## src/rtl/md_sequencer_if.sv

```systemverilog
// -----------------------------------------------------------------------------
// md_sequencer_if
//
// Purpose : bundles the two handshakes of the mul/div sequencer.
//           - issue side  : reservation station -> sequencer (valid/ready, op,
//                           operands, destination tag)
//           - result side : sequencer -> CDB arbiter (request/grant, result,
//                           result tag)
//
// Signals keep their i_/o_ names as seen from the sequencer, so the slave
// modport reads naturally inside md_sequencer.
//
// Modports:
//   slave  : the sequencer (md_sequencer)
//   master : the station / arbiter side (or a testbench)
// -----------------------------------------------------------------------------
interface md_sequencer_if #(
    parameter int RRN_WIDTH = 6
);
    // issue handshake
    logic                 i_valid;
    logic                 o_ready;
    logic [2:0]           i_op;
    logic [31:0]          i_data_1;
    logic [31:0]          i_data_2;
    logic [RRN_WIDTH-1:0] i_rrn;

    // CDB request / result
    logic                 o_get_bus;
    logic                 i_bus_granted;
    logic [31:0]          o_result;
    logic [RRN_WIDTH-1:0] o_rrn;

    modport slave (
        input  i_valid, i_op, i_data_1, i_data_2, i_rrn, i_bus_granted,
        output o_ready, o_get_bus, o_result, o_rrn
    );

    modport master (
        output i_valid, i_op, i_data_1, i_data_2, i_rrn, i_bus_granted,
        input  o_ready, o_get_bus, o_result, o_rrn
    );
endinterface

```

## src/rtl/md_sequencer.sv

```systemverilog
// -----------------------------------------------------------------------------
// md_sequencer
//
// Purpose : multi-cycle controller for the mul/div combo. Accepts one RISC-V M
//           operation at a time from the reservation station, runs it, holds
//           the tagged result and requests the CDB until granted.
//           - MUL/MULH/MULHSU/MULHU : registered operands are presented to an
//             external combinational multiplier for MUL_LATENCY cycles (a
//             multicycle path), then its output is captured.
//           - DIV/DIVU/REM/REMU     : radix-2 restoring divider on operand
//             magnitudes (32 iterations), followed by a FIX cycle that selects
//             quotient/remainder and restores the sign.
//           - Divide by zero and signed overflow are resolved at accept and go
//             straight to DONE.
//
// Parameters:
//   MUL_LATENCY : cycles allotted to the external multiplier path (>= 1)
//   RRN_WIDTH   : rename-register tag width (must match the interface)
//
// Ports:
//   i_clk        : clock
//   i_reset_n    : asynchronous active-low reset
//   i_flush      : synchronous abort of the in-flight operation (top priority)
//   bus          : md_sequencer_if.slave (issue valid/ready + CDB req/grant)
//   o_mul_a/b    : registered multiplier operands
//   o_mul_op     : registered multiplier op (funct3)
//   i_mul_result : external multiplier output for o_mul_op
//   o_busy       : high in every state except IDLE
//
// Configuration macro:
//   MD_DIV_EARLY_OUT_EN : when defined, a non-special divide with
//                         |dividend| < |divisor| finishes at accept
//                         (quotient 0, remainder = original dividend).
// -----------------------------------------------------------------------------
module md_sequencer #(
    parameter int MUL_LATENCY = 2,
    parameter int RRN_WIDTH   = 6
) (
    input  logic                i_clk,
    input  logic                i_reset_n,
    input  logic                i_flush,
    md_sequencer_if.slave       bus,
    output logic [31:0]         o_mul_a,
    output logic [31:0]         o_mul_b,
    output logic [2:0]          o_mul_op,
    input  logic [31:0]         i_mul_result,
    output logic                o_busy
);

    // Counter must hold both MUL_LATENCY-1 and the 32-iteration divide count.
    localparam int CNT_W = ($clog2(MUL_LATENCY + 1) > 6) ? $clog2(MUL_LATENCY + 1) : 6;
    localparam logic [CNT_W-1:0] MUL_CNT_INIT = CNT_W'(MUL_LATENCY - 1);
    localparam logic [CNT_W-1:0] DIV_CNT_INIT = CNT_W'(32);

    typedef enum logic [2:0] {
        ST_IDLE,
        ST_MUL,
        ST_DIV,
        ST_FIX,
        ST_DONE
    } state_t;

    state_t               state;
    logic [CNT_W-1:0]     count;

    // operation registers (also feed the multiplier)
    logic [31:0]          a_q;
    logic [31:0]          b_q;
    logic [2:0]           op_q;
    logic [RRN_WIDTH-1:0] rrn_q;

    // divider datapath: dvd_q shifts the dividend out and the quotient in
    logic [31:0]          dvd_q;
    logic [31:0]          dvs_q;
    logic [32:0]          rem_q;
    logic                 q_neg_q;
    logic                 r_neg_q;

    // registered outputs
    logic [31:0]          result_q;
    logic                 ready_q;
    logic                 get_bus_q;
    logic                 busy_q;

    // -------------------------------------------------------------------------
    // Accept-time decode of the incoming divide
    // -------------------------------------------------------------------------
    logic        in_signed;
    logic        in_neg_1;
    logic        in_neg_2;
    logic [31:0] in_mag_1;
    logic [31:0] in_mag_2;
    logic        in_div_zero;
    logic        in_div_ovf;
    logic        in_early;
    logic        in_special;
    logic [31:0] in_special_res;

    // NOTE: every signal driven here gets a default first, so no path leaves
    // it unassigned and no latch is inferred.
    always_comb begin
        in_signed      = 1'b0;
        in_neg_1       = 1'b0;
        in_neg_2       = 1'b0;
        in_mag_1       = bus.i_data_1;
        in_mag_2       = bus.i_data_2;
        in_div_zero    = 1'b0;
        in_div_ovf     = 1'b0;
        in_early       = 1'b0;
        in_special_res = 32'h0;

        // DIV (4) and REM (6) are the signed divides: funct3[0] clear.
        in_signed = ~bus.i_op[0];
        in_neg_1  = in_signed & bus.i_data_1[31];
        in_neg_2  = in_signed & bus.i_data_2[31];
        if (in_neg_1) in_mag_1 = -bus.i_data_1;
        if (in_neg_2) in_mag_2 = -bus.i_data_2;

        in_div_zero = (bus.i_data_2 == 32'h0);
        in_div_ovf  = in_signed && (bus.i_data_1 == 32'h8000_0000)
                                && (bus.i_data_2 == 32'hFFFF_FFFF);
`ifdef MD_DIV_EARLY_OUT_EN
        in_early = (in_mag_1 < in_mag_2);
`else
        in_early = 1'b0;
`endif

        // funct3[1] set selects the remainder flavour (REM/REMU).
        if (in_div_zero)
            in_special_res = bus.i_op[1] ? bus.i_data_1 : 32'hFFFF_FFFF;
        else if (in_div_ovf)
            in_special_res = bus.i_op[1] ? 32'h0 : 32'h8000_0000;
        else
            in_special_res = bus.i_op[1] ? bus.i_data_1 : 32'h0;
    end

    assign in_special = in_div_zero | in_div_ovf | in_early;

    // -------------------------------------------------------------------------
    // One restoring-division step and the final sign fix-up
    // -------------------------------------------------------------------------
    logic [32:0] rem_shift;
    logic        sub_ok;
    logic [31:0] fix_sel;
    logic        fix_neg;
    logic [31:0] fix_val;

    always_comb begin
        rem_shift = {rem_q[31:0], dvd_q[31]};
        sub_ok    = (rem_shift >= {1'b0, dvs_q});

        fix_sel = op_q[1] ? rem_q[31:0] : dvd_q;
        fix_neg = op_q[1] ? r_neg_q : q_neg_q;
        fix_val = fix_neg ? -fix_sel : fix_sel;
    end

    // -------------------------------------------------------------------------
    // Control FSM with registered outputs
    // -------------------------------------------------------------------------
    // NOTE: all sequential state uses non-blocking assignments so every
    // register samples the pre-edge values of the others.
    always_ff @(posedge i_clk or negedge i_reset_n) begin
        if (!i_reset_n) begin
            state     <= ST_IDLE;
            count     <= '0;
            a_q       <= '0;
            b_q       <= '0;
            op_q      <= '0;
            rrn_q     <= '0;
            dvd_q     <= '0;
            dvs_q     <= '0;
            rem_q     <= '0;
            q_neg_q   <= 1'b0;
            r_neg_q   <= 1'b0;
            result_q  <= '0;
            ready_q   <= 1'b1;
            get_bus_q <= 1'b0;
            busy_q    <= 1'b0;
        end else if (i_flush) begin
            // Abort wins over grant and accept; any held result is dropped.
            state     <= ST_IDLE;
            ready_q   <= 1'b1;
            get_bus_q <= 1'b0;
            busy_q    <= 1'b0;
        end else begin
            case (state)
                ST_IDLE: begin
                    if (bus.i_valid && ready_q) begin
                        a_q     <= bus.i_data_1;
                        b_q     <= bus.i_data_2;
                        op_q    <= bus.i_op;
                        rrn_q   <= bus.i_rrn;
                        ready_q <= 1'b0;
                        busy_q  <= 1'b1;
                        if (!bus.i_op[2]) begin
                            count <= MUL_CNT_INIT;
                            state <= ST_MUL;
                        end else if (in_special) begin
                            result_q  <= in_special_res;
                            get_bus_q <= 1'b1;
                            state     <= ST_DONE;
                        end else begin
                            dvd_q   <= in_mag_1;
                            dvs_q   <= in_mag_2;
                            rem_q   <= '0;
                            q_neg_q <= in_neg_1 ^ in_neg_2;
                            r_neg_q <= in_neg_1;
                            count   <= DIV_CNT_INIT;
                            state   <= ST_DIV;
                        end
                    end
                end

                ST_MUL: begin
                    // Operands have been stable since accept; the multiplier
                    // output is trusted only once the window has elapsed.
                    if (count == '0) begin
                        result_q  <= i_mul_result;
                        get_bus_q <= 1'b1;
                        state     <= ST_DONE;
                    end else begin
                        count <= count - 1'b1;
                    end
                end

                ST_DIV: begin
                    // 32 iterations while count runs 32..1, then hand off to
                    // FIX once the counter has drained.
                    if (count != '0) begin
                        rem_q <= sub_ok ? (rem_shift - {1'b0, dvs_q}) : rem_shift;
                        dvd_q <= {dvd_q[30:0], sub_ok};
                        count <= count - 1'b1;
                    end else begin
                        state <= ST_FIX;
                    end
                end

                ST_FIX: begin
                    result_q  <= fix_val;
                    get_bus_q <= 1'b1;
                    state     <= ST_DONE;
                end

                ST_DONE: begin
                    if (bus.i_bus_granted) begin
                        get_bus_q <= 1'b0;
                        ready_q   <= 1'b1;
                        busy_q    <= 1'b0;
                        state     <= ST_IDLE;
                    end
                end

                default: begin
                    state     <= ST_IDLE;
                    ready_q   <= 1'b1;
                    get_bus_q <= 1'b0;
                    busy_q    <= 1'b0;
                end
            endcase
        end
    end

    // -------------------------------------------------------------------------
    // Outputs
    // -------------------------------------------------------------------------
    assign bus.o_ready   = ready_q;
    assign bus.o_get_bus = get_bus_q;
    assign bus.o_result  = result_q;
    assign bus.o_rrn     = rrn_q;
    assign o_mul_a       = a_q;
    assign o_mul_b       = b_q;
    assign o_mul_op      = op_q;
    assign o_busy        = busy_q;

endmodule

```

## src/flat_wrapper.sv

```systemverilog
// flat-port wrapper written by rule: the top's interface ports become plain ports
module md_sequencer_flat 
#(
    parameter int MUL_LATENCY = 2,
    parameter int RRN_WIDTH   = 6
)
  (i_clk, i_reset_n, i_flush, o_mul_a, o_mul_b, o_mul_op, i_mul_result, o_busy, bus_i_valid, bus_i_op, bus_i_data_1, bus_i_data_2, bus_i_rrn, bus_i_bus_granted, bus_o_ready, bus_o_get_bus, bus_o_result, bus_o_rrn);
  md_sequencer_if #(.RRN_WIDTH(RRN_WIDTH)) bus_i ();
  input  logic i_clk;
  input  logic i_reset_n;
  input  logic i_flush;
  output logic [31:0] o_mul_a;
  output logic [31:0] o_mul_b;
  output logic [2:0] o_mul_op;
  input  logic [31:0] i_mul_result;
  output logic o_busy;
  input wire logic [$bits(bus_i.i_valid)-1:0] bus_i_valid;
  input wire logic [$bits(bus_i.i_op)-1:0] bus_i_op;
  input wire logic [$bits(bus_i.i_data_1)-1:0] bus_i_data_1;
  input wire logic [$bits(bus_i.i_data_2)-1:0] bus_i_data_2;
  input wire logic [$bits(bus_i.i_rrn)-1:0] bus_i_rrn;
  input wire logic [$bits(bus_i.i_bus_granted)-1:0] bus_i_bus_granted;
  output wire logic [$bits(bus_i.o_ready)-1:0] bus_o_ready;
  output wire logic [$bits(bus_i.o_get_bus)-1:0] bus_o_get_bus;
  output wire logic [$bits(bus_i.o_result)-1:0] bus_o_result;
  output wire logic [$bits(bus_i.o_rrn)-1:0] bus_o_rrn;
  assign bus_i.i_valid = bus_i_valid;
  assign bus_i.i_op = bus_i_op;
  assign bus_i.i_data_1 = bus_i_data_1;
  assign bus_i.i_data_2 = bus_i_data_2;
  assign bus_i.i_rrn = bus_i_rrn;
  assign bus_i.i_bus_granted = bus_i_bus_granted;
  assign bus_o_ready = bus_i.o_ready;
  assign bus_o_get_bus = bus_i.o_get_bus;
  assign bus_o_result = bus_i.o_result;
  assign bus_o_rrn = bus_i.o_rrn;
  md_sequencer #(.MUL_LATENCY(MUL_LATENCY), .RRN_WIDTH(RRN_WIDTH)) u_core (.i_clk(i_clk), .i_reset_n(i_reset_n), .i_flush(i_flush), .bus(bus_i), .o_mul_a(o_mul_a), .o_mul_b(o_mul_b), .o_mul_op(o_mul_op), .i_mul_result(i_mul_result), .o_busy(o_busy));
endmodule
```

## config.mk

```make
export PLATFORM = sky130hd
export DESIGN_NAME = md_sequencer_flat
export DESIGN_NICKNAME = d
export VERILOG_FILES = /design/src/rtl/md_sequencer_if.sv /design/src/rtl/md_sequencer.sv /design/src/flat_wrapper.sv
export SDC_FILE = /design/constraint.sdc
export NUM_CORES = 1
export LEC_CHECK = 0
export CAP_MARGIN = 0
export CORE_MARGIN = 10
export CORE_UTILIZATION = 55
export CTS_CLUSTER_SIZE = 30
export DETAILED_ROUTE_END_ITERATION = 12
export PLACE_DENSITY = 0.91
export SYNTH_ARGS = -nofsm -noshare
export SYNTH_HDL_FRONTEND = slang
export SYNTH_SLANG_ARGS = --single-unit
```

## constraint.sdc

```tcl
create_clock -name i_clk -period 4.3 [get_ports i_clk]
set_input_delay 1.075 -clock i_clk [delete_from_list [all_inputs] [get_ports i_clk]]
set_output_delay 1.075 -clock i_clk [all_outputs]
set_load 0.02 [all_outputs]
```

=== Yosys cells after proc, flatten, opt, wreduce, memory -nomap -nowiden ===
Cells that the tools add are included.

* Register bits after elaboration: 215
* Bits of input ports: 110
* Word-level logic and storage cells: 123

* Equality and inequality tests: 22
* Mux-type cells: 54
* $lt $le $gt $ge: 1
* $add $sub $neg: 5
* Reductions and logical operators: 19
* Bitwise gates (word level): 7

{| class="wikitable"
|+ Operator list
! operator !! number
|-
| 2-to-1 mux 32 bit || 22
|-
| one-hot mux 32 bit (2 select lines) || 2
|-
| negator 32 bit || 3
|-
| one-hot mux 32 bit (3 select lines) || 1
|-
| equality test 32 bit, second input constant || 2
|-
| greater-or-equal comparator 33 x 32 -> 1 bit || 1
|-
| zero test 32 bit || 1
|-
| subtractor 32 bit || 1
|-
| 2-to-1 mux 6 bit || 5
|-
| AND reduction 6 bit || 4
|-
| 2-to-1 mux 3 bit || 7
|-
| one-hot mux 6 bit (3 select lines) || 1
|-
| one-hot mux 3 bit (5 select lines) || 1
|-
| 2-to-1 mux 1 bit || 12
|-
| != test 3 bit, second input constant || 4
|-
| != test 2 x 1 -> 1 bit, second input constant || 5
|-
| != test 3 x 2 -> 1 bit, second input constant || 3
|-
| != test 2 bit, second input constant || 4
|-
| equality test 3 x 2 -> 1 bit, second input constant || 2
|-
| zero test 6 bit || 1
|-
| one-hot mux 1 bit (3 select lines) || 2
|-
| AND reduction 3 bit || 2
|-
| nonzero test 3 bit || 2
|-
| nonzero test 6 bit || 1
|-
| other kinds (14) || 19
|}

=== Logic depth before layout (Yosys ltp) ===
* Depth after elaboration: 9
* Gate-level depth with buffers: 17

=== Worst setup path before layout ===
No wires, ideal clock.

* Path type: reg-to-reg
* From: register u_core.op_q[1], in the netlist u_core.o_mul_op[1]
* To: register u_core.result_q[26], in the netlist u_core.bus.o_result[26]
* Stages on the path, launching flop included: 17
* Data required time: 4.157 ns
* Setup slack: 0.312 ns
* Arrival: 3.845 ns
* Clock period less this slack: 3.988 ns
* Cell sequence: dfrtp_1 > buf_4 > buf_2 > buf_2 > buf_2 > buf_2 > buf_2 > mux2i_1 > ha_1 > inv_1 > a221oi_2 > and4b_1 > nand2_2 > or4_4 > and3_1 > o21ai_0 > a41oi_1

* Longest elaborated chain between the ends: 4
* Elaborated cells between the ends (all ways): 5
* Classes of those cells: add/sub (1); mux (4)

{| class="wikitable"
|+ Ends and longest elaborated chain
! what !! line !! source
|-
| start: declaration || md_sequencer.sv:69 || <nowiki>logic [2:0] op_q;</nowiki>
|-
| start signal: assignment || md_sequencer.sv:191 || <nowiki>op_q <= bus.i_op;</nowiki>
|-
| 2-to-1 mux 32 bit || md_sequencer.sv:152 || <nowiki>fix_sel = op_q[1] ? rem_q[31:0] : dvd_q;</nowiki>
|-
| negator 32 bit || md_sequencer.sv:154 || <nowiki>fix_val = fix_neg ? -fix_sel : fix_sel;</nowiki>
|-
| 2-to-1 mux 32 bit (*) || md_sequencer.sv:154 ||
|-
| one-hot mux 32 bit (3 select lines) (*) || md_sequencer.sv:186 || <nowiki>case (state)</nowiki>
|-
| end signal: assignment || md_sequencer.sv:199 || <nowiki>result_q <= in_special_res;</nowiki>
|-
| end signal: assignment || md_sequencer.sv:218 || <nowiki>result_q <= i_mul_result;</nowiki>
|-
| end signal: assignment || md_sequencer.sv:239 || <nowiki>result_q <= fix_val;</nowiki>
|-
| end: declaration || md_sequencer.sv:80 || <nowiki>logic [31:0] result_q;</nowiki>
|}

Every way passes the cells marked *; elsewhere a longest branch is shown, timed or not.
A chain may end at the register's enable or synchronous reset.

=== Final worst setup path ===
* From: input port bus_i_data_1[25]
* To: register u_core.result_q[13], in the netlist u_core.bus.o_result[13]

* Longest elaborated chain between the ends: 9
* Elaborated cells between the ends (all ways): 12
* Classes of those cells: eq/ne (2); mux (6); bitwise (1); reduce/logical (3)

{| class="wikitable"
|+ Ends and longest elaborated chain
! what !! line !! source
|-
| start: declaration || flat_wrapper.sv:19 || <nowiki>input wire logic [$bits(bus_i.i_data_1)-1:0] bus_i_data_1;</nowiki>
|-
| equality test 32 bit (*) || md_sequencer.sv:120 || <nowiki>in_div_ovf = in_signed && (bus.i_data_1 == 32'h8000_0000)</nowiki>
|-
| logical AND 1 bit (*) || md_sequencer.sv:120 ||
|-
| logical AND 1 bit (*) || md_sequencer.sv:121 || <nowiki>&& (bus.i_data_2 == 32'hFFFF_FFFF);</nowiki>
|-
| 2-to-1 mux 32 bit || md_sequencer.sv:131 || <nowiki>else if (in_div_ovf)</nowiki>
|-
| 2-to-1 mux 32 bit || md_sequencer.sv:129 || <nowiki>if (in_div_zero)</nowiki>
|-
| 2-to-1 mux 32 bit || md_sequencer.sv:198 || <nowiki>end else if (in_special) begin</nowiki>
|-
| 2-to-1 mux 32 bit || md_sequencer.sv:195 || <nowiki>if (!bus.i_op[2]) begin</nowiki>
|-
| 2-to-1 mux 32 bit || md_sequencer.sv:188 || <nowiki>if (bus.i_valid && ready_q) begin</nowiki>
|-
| one-hot mux 32 bit (3 select lines) || md_sequencer.sv:186 ||
|}

Every way passes the cells marked *; elsewhere a longest branch is shown, timed or not. The select of a mux whose other input is x is not followed.

==> results by group <==
Pwr
  • Total chip power: 0.0146 W
  • Pwr per Cell Area: 826 nW/um^2
  • Maximum vdd drop: 0.521 mV
  • Static leakage: 7.47 nW

Layout
  • Inserted Diodes: 0
  • Fin nets: 1,964
  • Share of layout cells above drive strength 1: 13.0%
  • Synth-to-layout area growth: 26.8%
  • Final cell utilization of the core: 70.4%

Clock tree
  • Postcts setup bufs: 0
  • CTS tree: built
  • Clock Root Buffer: clkbuf_16
  • Num CTS Buffers: 24
  • Cts hold-fix bufs: 0
  • Clock-pin slew on the worst setup and hold paths: 0.06 ns
  • Post-cts sizing count: 0
  • Clk buf depth: 3
  • Clock sinks: 215
  • Clock latency on the worst-skew pair: 0.53 ns
  • # H-tree levels: 1

Synthesis
  • Syn Inst Count: 1,577
  • Predominant post-synthesis flop cell: dfrtp_1
  • Seq/Total Area, Yosys: 38.7%
  • Mapped Nets: 1,726
  • Top cells by count, synth: dfrtp_1, o21ai_0, nand2_1
  • Yosys cell types: 80
  • Average cell area after synthesis: 8.82 sq um
  • Cell Area, Synth: 13,900 sq um
  • Top cells by area, synth: dfrtp_1, mux2_2, o21ai_0
  • Synth top area share: 38.5%
  • EDFF count, synth: 0
  • Ys async rst share: 100%
  • Yosys reg bits: 215
  • Most frequent cell after synthesis: dfrtp_1
  • Leading area contributor after synthesis: dfrtp_1
  • Syn. warnings: 0

Routing
  • Final wirelength: 44.4 mm
  • Vias per cell: 6.25
  • Initial detailed-routing violation count: 1,457
  • Antenna Violating Nets Remaining: 0
  • Total vias in the final route: 13,500
  • 1st-pass router iterations: 7
  • WL per Instance: 20.5 um
  • Detailed-route DRC error count: 0

Timing
  • Minimum clock period: 3.87 ns
  • Unrepaired setup endpoints after global routing: no
  • Clk_skew: 0.0134 ns
  • Final setup violating endpoints: 0
  • Fmax: 259 MHz
  • Normalized max-slew margin: 26.9%
  • Max-slew violation count: 0
  • Final hold vios: 0
  • Final Cycle Share: 89.9%
  • Setup TNS: 0 ns
  • Final worst setup slack: 0.434 ns
  • Tightest Pin Transition: 1.08 ns
  • Min Hold Slack: 0.476 ns

Die
  • Core area: 25,000 sq um
  • Boundary pin count: 218
  • Starting Density: 55.6%
  • Die Y: 179 um
  • Core Rows: 58
  • DIE AREA: 32,100 sq um
  • Die W: 179 um

Global routing
  • Global-route wire length before repair: 69.1 mm
  • Initial antenna violation count: 0
  • Gr ovfl total: 0
  • Vias in the first global route: 12,900
  • Largest net degree at the start of global routing: 84
  • GRT Overall Usage: 26.5%

Worst setup path
  • CP Capture Type: register
  • WP data required: 4.68 ns
  • Worst setup SP type: input pin
  • Critical path type: in2reg
  • WP data arrival: 4.25 ns
  • Maximum fanout along the worst path: 56

Run status
  • Outcome: completed

Place
  • HPWL after DPL: 33.5 mm
  • Port-buffer cells: 217
  • Final RePlAce weighted congestion: 0.990
  • Worst slack, placed: 0.0321 ns

Min path
  • Class of the worst hold path: reg2reg

Job
  • Max-cap viol count: 0
## routing by layer
metal	routed length [um]	track usage (%)	share of wire, %	vias to the layer above
met4	1660	9.85	3.8	0
met1	17800	34.6	40	6410
li1	-	-	-	6144
met3	5070	6.11	11	147
met2	19800	42.1	45	807
met5	0	0	0	-
## registers in the layout, indices dropped and copies added, names as in the netlist
signal and flops:
u_core.dvs_q 32, u_core.o_mul_b 32, u_core.rem_q 32, u_core.o_mul_a 32, u_core.o_mul_op 3, u_core.bus.o_ready 1
u_core.count 6, u_core.r_neg_q 1, u_core.bus.o_result 32, u_core.bus.o_rrn 6, u_core.o_busy 1, u_core.state 3
u_core.bus.o_get_bus 1, u_core.dvd_q 32, u_core.q_neg_q 1
## stage by stage
step,cells,area (sq um)
2_1_floorplan,1577,13900
6_report,2163,17600
3_5_place_dp,2119,16800
3_3_place_gp,2119,16800
5_1_grt,2163,17600
4_1_cts,2163,17600
## logic make-up (layout without fill, tap and decap cells)
group | after synthesis | after routing | synth area share, %
adders and majority gates | 39 | 39 | 3.56
buffers and inverters | 150 | 406 | 4.38
xor gates and xnor gates | 109 | 109 | 6.86
muxes | 144 | 144 | 11.1
AOI/OAI and AO/OA | 454 | 454 | 19.2
DFF | 215 | 215 | 38.7
and+or+nand+nor | 466 | 466 | 16.1
## worst max-delay path, cell delays in order
cell,delay (ns)
clkdlybuf4s50_1,0.50
or4_1,0.61
nor4_1,0.57
nand2_1,0.20
nor3_4,0.24
o21ai_2,0.11
a211oi_4,0.29
buf_12,0.26
nand2_1,0.07
o21ai_0,0.10
o21ai_0,0.17
## placed cells by master (no fill, tap or decap), types with 22 or more instances in the layout
cell             count
nand2_1            170
nand3_1             22
dfrtp_1            213
nor2_1             126
mux2_2              86
ha_1                38
clkdlybuf4s50_1    216
xnor2_1             64
xor2_1              45
a21oi_1            122
o21ai_0            183
clkbuf_16           25
mux2i_1             57
buf_4               71
nor3_1              23
inv_1               69
a31oi_1             33
## power breakdown
part	switching, W	internal [W]	total (W)
Sequential	0.000890	0.00300	0.00389
Clock	0.000880	0.00128	0.00216
Combinational	0.00486	0.00365	0.00851
Total	0.00663	0.00793	0.0146
## final cells by class
class	instances	area [sq um]
multi-input combinational	1212	7960
clock inverter	16	169
sequential	215	5380
inverter	70	263
fill	1831	7400
clock buffer	28	657
timing repair buffer	292	2790
tap	330	413
## path summary, 6_finish.rpt
check | start | endpoint | slack [ns] | cells after the start
worst max-delay path | bus_i_data_1[25] | u_core.bus.o_result[13] | 0.43 | 11
worst min-delay path | u_core.dvs_q[27] | u_core.dvs_q[27] | 0.48 | 2
worst max register to register | u_core.o_mul_op[1] | u_core.bus.o_result[31] | 0.52 | 9
worst min register to register | u_core.dvs_q[27] | u_core.dvs_q[27] | 0.48 | 2
max in group asynchronous | i_reset_n | u_core.o_mul_b[10] | 2.82 | 2
min in group asynchronous | i_reset_n | u_core.count[1] | 0.56 | 1
Power figures use the tool's default switching activity.
